===== src/rtl/int_ctrl.sv =====
// Interrupt controller: synchronizes N async sources, latches (edge) or passes (level) them,
// masks them, and presents registered INT/CAUSE plus a Wishbone register window.
module int_ctrl #(
    parameter int unsigned N = 6
) (
    input  logic         clk,
    input  logic         rstn,
    input  logic [N-1:0] src,
    input  logic         STB,
    input  logic         WE,
    input  logic [31:0]  ADDR,
    input  logic [31:0]  DAT_I,
    output logic [31:0]  DAT_O,
    output logic         ACK,
    output logic         INT,
    output logic [31:0]  CAUSE
);

    typedef enum logic {StIdle, StHold} state_e;

    state_e       state_q, state_d;
    logic [N-1:0] s0_q, s1_q, s2_q;
    logic [N-1:0] pend_q, pend_d;
    logic [N-1:0] mask_q, mask_d;
    logic [N-1:0] edge_q, edge_d;
    logic [31:0]  dat_o_q, dat_o_d;
    logic         ack_q, ack_d;
    logic         int_q, int_d;
    logic [4:0]   cause_q, cause_d;

    logic [N-1:0] act, rise, w1c;
    logic [31:0]  rd_data;
    logic         access, wr;
    logic         unused_bus;

    assign unused_bus = ^{ADDR, DAT_I};

    always_comb begin
        act     = pend_q & mask_q;
        rise    = s1_q & ~s2_q;
        access  = (state_q == StIdle) && STB;
        wr      = access && WE;

        // Reverse scan so the lowest active index wins.
        cause_d = '0;
        for (int i = int'(N) - 1; i >= 0; i--) begin
            if (act[i]) cause_d = 5'(i);
        end
        int_d = |act;

        rd_data = '0;
        case (ADDR[3:2])
            2'd0: rd_data[N-1:0] = pend_q;
            2'd1: rd_data[N-1:0] = mask_q;
            2'd2: rd_data        = {int_q, 26'b0, cause_q};
            2'd3: rd_data[N-1:0] = edge_q;
        endcase

        w1c    = (wr && ADDR[3:2] == 2'd0) ? DAT_I[N-1:0] : '0;
        mask_d = (wr && ADDR[3:2] == 2'd1) ? DAT_I[N-1:0] : mask_q;
        edge_d = (wr && ADDR[3:2] == 2'd3) ? DAT_I[N-1:0] : edge_q;

        // Edge bits: a new rise beats a simultaneous W1C. Level bits track s1.
        pend_d = (edge_q & ((pend_q & ~w1c) | rise)) | (~edge_q & s1_q);

        state_d = state_q;
        case (state_q)
            StIdle: if (STB)  state_d = StHold;
            StHold: if (!STB) state_d = StIdle;
        endcase
        ack_d   = (state_d == StHold);
        dat_o_d = access ? rd_data : dat_o_q;
    end

    always_ff @(posedge clk) begin
        if (!rstn) begin
            state_q <= StIdle;
            s0_q    <= '0;
            s1_q    <= '0;
            s2_q    <= '0;
            pend_q  <= '0;
            mask_q  <= '0;
            edge_q  <= '1;
            dat_o_q <= '0;
            ack_q   <= 1'b0;
            int_q   <= 1'b0;
            cause_q <= '0;
        end else begin
            state_q <= state_d;
            s0_q    <= src;
            s1_q    <= s0_q;
            s2_q    <= s1_q;
            pend_q  <= pend_d;
            mask_q  <= mask_d;
            edge_q  <= edge_d;
            dat_o_q <= dat_o_d;
            ack_q   <= ack_d;
            int_q   <= int_d;
            cause_q <= cause_d;
        end
    end

    assign DAT_O = dat_o_q;
    assign ACK   = ack_q;
    assign INT   = int_q;
    assign CAUSE = {27'b0, cause_q};

endmodule

===== config.mk =====
export PLATFORM = sky130hd
export DESIGN_NAME = int_ctrl
export DESIGN_NICKNAME = d
export VERILOG_FILES = /design/src/rtl/int_ctrl.sv
export SDC_FILE = /design/constraint.sdc
export NUM_CORES = 1
export LEC_CHECK = 0
export BUFFER_PORTS_ARGS = -buffer_cell sky130_fd_sc_hd__buf_2
export CAP_MARGIN = 20
export CORE_ASPECT_RATIO = 1.2
export CORE_MARGIN = 3
export CORE_UTILIZATION = 39
export DETAILED_ROUTE_END_ITERATION = 8
export PLACE_DENSITY_LB_ADDON = 0.05
export REMOVE_ABC_BUFFERS = 1
export SLEW_MARGIN = 20
export SYNTH_ARGS = -nofsm -noshare
export SYNTH_HDL_FRONTEND = slang
export SYNTH_SLANG_ARGS = --single-unit
export TNS_END_PERCENT = 1

===== constraint.sdc =====
create_clock -name clk -period 1.15 [get_ports clk]
set_clock_uncertainty 0.1 [all_clocks]
set_input_delay 0.0575 -clock clk [delete_from_list [all_inputs] [get_ports clk]]
set_output_delay 0.0575 -clock clk [all_outputs]
set_load 0.02 [all_outputs]

==> key figures, run 1 <==
Critical path
  – Origin of the worst setup path: ACK$_SDFF_PN0_
  – CP Launch Type: flop
  – Worst Path Required: ~1300 ps
  – Max FO, Critical Path: 6
  – Critical path endpoint category: flop
  – Worst r2r src: ACK$_SDFF_PN0_
  – Setup CP Type: flop to flop
  – Worst EP arrival: approximately 1300 ps

STA
  – Setup TNS: -702 ps
  – Finish-stage setup viols: 21
  – Minimum clock period: roughly 1200 ps
  – Pins Over Slew Limit: 0
  – Top achievable clock speed: approximately 820 MHz
  – Final WS setup: -67.7 ps
  – Final Hold Viols: 0
  – Period utilization: 106%
  – Unrepaired setup endpoints after global routing: true

Floorplanning
  – Total core area: ~5700 µm²
  – Initial Util: around two fifths
  – Chip Width: about 76 µm
  – Die area: approximately 6900 µm²
  – # IOs: 140
  – Die Height: 90.3 µm
  – Row count: 30

Yosys
  – Adder-cell share of the synthesized area: 0%
  – Post-synth cell types: 34
  – Post-synthesis async set-or-reset flop share: 0%
  – Post-synth top flop: dfxtp_1
  – Synth Area in Simple Gates: 19.4%
  – Mux contribution to synthesized area: about 9.3%
  – Largest family of logic cells by synthesized area: buffers and inverters
  – Yosys Warn Count: 0
  – Post-synthesis sequential area ratio: 41.6%
  – Top cell type's share of synthesized area: between 40% and 50%
  – Compound-Gate Fraction of Synth Area: under 10%
  – Post-synth EDFFs: 0
  – Synth Area in XOR/XNOR: 0%
  – Post-synth top area cell: dfxtp_1
  – #FFs+latches synth: 48
  – Area contributors post-synth: dfxtp_1 42%, buf_4 18%, mux2i_1 7.8%, and2_1 5.2%, nand2_1 4.4%
  – Mapped Cells: between 200 and 250
  – Cell area after synthesis: 2310 µm²
  – Syn Area/Cell: 9.46 µm²

Detailed routing
  – Routed via count: 1581
  – Vias/cell: 4.16
  – Routed WL per cell: 11.4 µm
  – First-pass iteration count of the detailed router: 4
  – DRT antenna net count: 0
  – Total length of routed wires: around 4.3 mm
  – Iteration-0 DRC Markers: 55
  – DRC: 0

Power
  – Net switching power: a little over 0.9 mW
  – Register share of total power: around half
  – VDD IR-drop max: around 0.53 mV
  – Leakage: around 1.3 nW
  – P_int: ~2.7 mW
  – Combinational share of power: between 10% and 20%
  – Sw Share: ~25%
  – Clock network power share: between 30 and 40%
  – Cell Pwr Density: around 1300 nW/µm²

Global route
  – Vias in the first global route: roughly 1500
  – Initial antenna violation count: 0
  – First-pass GRT wire length: just over 7 mm
  – All-Layer GR Usage: between 10 and 15%
  – Total grt overflow: 0
  – Largest net degree at the start of global routing: 39

Status
  – Outcome: complete, but fails checks
  – Violated checks: setup timing

Clock network
  – CTS H-tree depth: 2
  – CTS max path bufs: 2
  – Clock latency on the worst-skew pair: 290 ps
  – Clk sinks: 48
  – CTS tree: yes
  – Clock Pin Slew Worst Setup and Hold Paths: 90 ps
  – Root Buffer: clkbuf_8
  – Inserted Clock Buffers: 5

Cells and area
  – Proportion of layout cells with a drive suffix above 1: between 20% and 30%
  – Commonest non-fill, non-tap cell in the layout: conb_1
  – Diode count: 0
  – Nets: around 370
  – Filler cells: roughly 580
  – Layout area overhead: 18.8%
  – Most frequent cells in the layout: 54 x conb_1, 47 x dfxtp_1, 29 x buf_2

Placement
  – Dpl hpwl: between 2 and 3 mm
  – Buffers on Ports: 29
  – Pre-CTS setup slack: -95.5 ps
  – GPL Wtd Cong: 0.822

Min path
  – Hold Crit Start: rstn
  – HP Class: input pin to flop

Flow run
  – Max-cap violation count: 0
registers in the layout (all words and copies together) (netlist names):
register  flops
pend_q        6
edge_q        6
cause_q       3
s0_q          6
INT           1
s2_q          6
DAT_O         7
mask_q        6
s1_q          6
ACK           1
cell families (layout without fill, tap and decap cells):
family	after synthesis	count (layout)
AOI/OAI and AO/OA	27	27
and+or+nand+nor	82	82
muxes	21	21
DFF	48	48
other	1	54
buffers and inverters	65	68
cell type report:
cell class                      count  area [µm²]  area share, %
Clock buffer                        7        96.3           3.51
Clock inverter                      1        30.0           1.10
Multi-Input combinational cell    184        1100           40.2
Sequential cell                    48         962           35.1
Tap cell                           80         100           3.65
Timing Repair Buffer               60         450           16.4
critical path, cell delays in order, from the launching register on:
cell     delay, ps
dfxtp_2        330
and3b_1        230
and3_4         290
mux2i_1        200
power groups by stage:
stage / Clock, mW / Combinational, mW / Sequential [mW]
final: 1.32 / 0.520 / 1.75
after global routing: 1.44 / 0.566 / 1.76
after CTS: 1.36 / 0.511 / 1.75
after detailed placement: 0 / 0.464 / 1.79
after global placement: 0 / 0.464 / 1.79
after floorplan: 0 / 0.278 / 1.80
synth_stat cells (4+ instances only):
master    n
nand2_1  27
buf_2     4
a31oi_1   6
nor2b_1  12
and2_1   19
buf_4    54
a21o_1    6
dfxtp_1  48
nand3_1  12
mux2i_1  18
routing by layer:
| layer | global-route usage, % | part of all wire (%) |
|---|---|---|
| met2 | 20.7 | 46 |
| met5 | 0 | 0 |
| met3 | 3.49 | 6.2 |
| met1 | 16.1 | 47 |
| met4 | 4.53 | 0.67 |
through the flow:
stage / instance area, µm² / cells / hold slack, ps / util, % / total power [mW]
CTS: 2720 / 380 / 103 / 47.7 / 3.62
floorplan: 2020 / 232 / 75.0 / - / 2.08
detailed placement: 2430 / 358 / 166 / 42.6 / 2.25
global placement: 2430 / 358 / 163 / 42.6 / 2.25
finish: 2740 / 380 / 118 / 48.0 / 3.59
global route: 2740 / 380 / 119 / 48.0 / 3.77
worst paths after layout:
kind                             to  slack (ps)  cells past startpoint
max          edge_q[2]$_SDFFE_PN1P_         -70                      3
min              s1_q[0]$_SDFF_PN0_         120                      3
max reg2reg  edge_q[2]$_SDFFE_PN1P_         -70                      3
min reg2reg      s1_q[1]$_SDFF_PN0_         340                      1
timing repair:
| item | 4_1_cts | 5_1_grt |
|---|---|---|
| resized for setup | 5 | 3 |
| endpoints found under the hold margin | 19 | 0 |
| pin swaps | 2 | 1 |
| setup endpoints to repair | 21 | 26 |
| setup buffers | 0 | 0 |
| hold buffers | 14 | 0 |
Note: power is estimated with default switching activity, not from simulation.
==> run 2: changes to the inputs <==
--- a/config.mk
+++ b/config.mk
@@ -9,5 +9,7 @@
 export CAP_MARGIN = 20
+export CELL_PAD_IN_SITES_DETAIL_PLACEMENT = 1
+export CELL_PAD_IN_SITES_GLOBAL_PLACEMENT = 2
 export CORE_ASPECT_RATIO = 1.2
 export CORE_MARGIN = 3
-export CORE_UTILIZATION = 39
+export CORE_UTILIZATION = 21
 export DETAILED_ROUTE_END_ITERATION = 8
==> constraint.sdc (replaced) <==
create_clock -name clk -period 1.15 [get_ports clk]
set_clock_uncertainty 0.1 [all_clocks]
set_input_delay 0.1725 -clock clk [delete_from_list [all_inputs] [get_ports clk]]
set_output_delay 0.1725 -clock clk [all_outputs]
set_load 0.02 [all_outputs]
==> run 2 against run 1 <==
Compared with the run above: the flow still finishes with violations (setup timing); sequential share of layout area down 0.16 points; utilization decreased by 22 points; clock power rose by 15%; setup slack got worse by 56 ps; power grew 5.5%; sequential cell count unchanged; routed wire length up 30%; critical path depth did not move; non-clock buffer count fell by 5; global-route usage shrank 3.1 points; largest power group unchanged.
==> key figures, run 2 (synthesis results as in run 1) <==
Cells and area
  – Layout area overhead: 19.5%
  – Register area: 963 µm² (+0.13%)
  – Filler cells: 1233 (+110%)
  – Nets: 368 (-1.3%)
  – Commonest non-fill, non-tap cell in the layout: conb_1
  – Area of the multi-input gates: 1080 µm² (-1.9%)
  – Final instance area: 2760 µm² (+0.59%)
  – Proportion of layout cells with a drive suffix above 1: 23.4% (+0.72 points)
  – Diode count: 0 (unchanged)
  – Max reg flops: 7 (unchanged)
  – Most frequent cells in the layout: 54 x conb_1, 46 x dfxtp_1, 29 x buf_2

Detailed routing
  – Total length of routed wires: 5.64 mm (+30%)
  – First-pass iteration count of the detailed router: 4 (unchanged)
  – Routed via count: 1627 (+2.9%)
  – DRC: 0 (unchanged)
  – Iteration-0 DRC Markers: 18 (-67%)
  – DRT antenna net count: 0 (unchanged)
  – Routed WL per cell: 13.3 µm (+16%)
  – Vias/cell: 3.84 (-7.8%)

STA
  – Final WS setup: -124 ps (-56.5 ps)
  – Period utilization: 111% (+4.9 points)
  – Top achievable clock speed: 785 MHz (-4.4%)
  – Worst hold slack: 40.0 ps (-78.1 ps)
  – Minimum clock period: 1270 ps (+56.5 ps)
  – Final Hold Viols: 0 (unchanged)
  – Finish-stage setup viols: 25 (+19%)
  – Unrepaired setup endpoints after global routing: true
  – Pins Over Slew Limit: 0 (unchanged)

Floorplanning
  – Chip Width: 102 µm (+33%)
  – Die area: 12300 µm² (+79%)
  – Total core area: 10600 µm² (+86%)
  – # IOs: 140 (unchanged)
  – Initial Util: 21.7% (-19 points)
  – Row count: 41 (+37%)
  – Die Height: 121 µm (+34%)

Power
  – Cell Pwr Density: 1370 nW/µm² (+4.9%)
  – Leakage: 1.24 nW (-1.2%)
  – VDD IR-drop max: 0.479 mV (-9.0%)

Global route
  – Vias in the first global route: 1675 (+12%)
  – Grt met1 use: 12.0% (-4.1 points)
  – Largest net degree at the start of global routing: 33 (-15%)
  – Met2 Track Usage GR: 15.4% (-5.3 points)
  – Initial antenna violation count: 0 (unchanged)
  – M3 GR Usage: 2.54% (-0.95 points)
  – Gr busiest metal: met2
  – All-Layer GR Usage: 9.65% (-3.1 points)
  – First-pass GRT wire length: 8.93 mm (+26%)
  – Total grt overflow: 0 (unchanged)

Critical path
  – CP Launch Type: flop
  – Worst Path Required: 1270 ps (about the same)
  – Critical path endpoint category: flop
  – Worst EP arrival: 1400 ps (+60 ps)
  – Setup CP Type: flop to flop
  – Max FO, Critical Path: 6 (unchanged)

Min path
  – HP Class: input pin to flop

Placement
  – GPL Wtd Cong: 0.674 (-18%)
  – Pre-CTS setup slack: -176 ps (-80.4 ps)
  – Dpl hpwl: 4.08 mm (+37%)
  – Buffers on Ports: 29 (unchanged)
  – Post-DP Area: 2530 µm² (+4.0%)

Clock network
  – Clock Pin Slew Worst Setup and Hold Paths: 70 ps (-20 ps)
  – CTS tree: yes
  – CTS H-tree depth: 2 (unchanged)
  – Clock latency on the worst-skew pair: 290 ps (about the same)
  – Inserted Clock Buffers: 5 (unchanged)
  – CTS max path bufs: 2 (unchanged)
  – Clk sinks: 48 (unchanged)
  – Setup bufs post-CTS: 0 (unchanged)
  – Root Buffer: clkbuf_16

Flow run
  – Max-cap violation count: 0 (unchanged)

Status
  – Violated checks: setup timing
  – Outcome: complete, but fails checks
[run 2: cell type report]
class / instances / area share [%]
clock buffer: 8 / 5.31
multi-input combinational: 184 / 39.2
timing repair buffer: 55 / 14.7
sequential: 48 / 34.9
tap: 129 / 5.85
[run 2: worst paths after layout]
kind                      startpoint                      to  slack [ps]  cells after the start
setup / recovery      ACK$_SDFF_PN0_  edge_q[4]$_SDFFE_PN1P_        -120                      3
hold / removal                   STB          ACK$_SDFF_PN0_          40                      2
setup reg to reg      ACK$_SDFF_PN0_  edge_q[4]$_SDFFE_PN1P_        -120                      3
hold reg to reg   s0_q[1]$_SDFF_PN0_      s1_q[1]$_SDFF_PN0_         340                      1
[run 2: per-stage QoR]
step / TNS [ps] / util [%] / instances / power, mW
finish: -1510 / 26.0 / 424 / 3.79
global route: -3330 / 26.0 / 424 / 4.00
CTS: -2140 / 25.9 / 424 / 3.88
detailed placement: -2820 / 23.8 / 410 / 2.28
global placement: -2770 / 23.8 / 410 / 2.28
floorplan: -2340 / - / 232 / 2.08
[run 2: what timing repair did]
action                                  CTS  global route
hold buffers                              6             0
pin swaps                                 4             2
hold endpoints to repair                  6             0
gates resized for setup                   6             3
endpoints found under the setup margin   27            28
[run 2: power by group]
group	switching (mW)	total [mW]	internal, mW	leakage (nW)
sequential	0.0313	1.75	1.72	0.393
combinational	0.334	0.509	0.176	0.779
clock	0.654	1.52	0.870	0.0712
[run 2: layer usage]
| layer | wire, µm | part of all wire [%] | vias up |
|---|---|---|---|
| met5 | 0 | 0 | - |
| met4 | 111 | 2.0 | 0 |
| met3 | 366 | 6.5 | 8 |
| met2 | 2640 | 47 | 60 |
| met1 | 2520 | 45 | 751 |
| li1 | - | - | 808 |
[run 2: critical path, stage by stage, from the launching register on]
cell     delay, ps
dfxtp_2        320
and3b_2        270
and3_4         300
mux2i_1        200
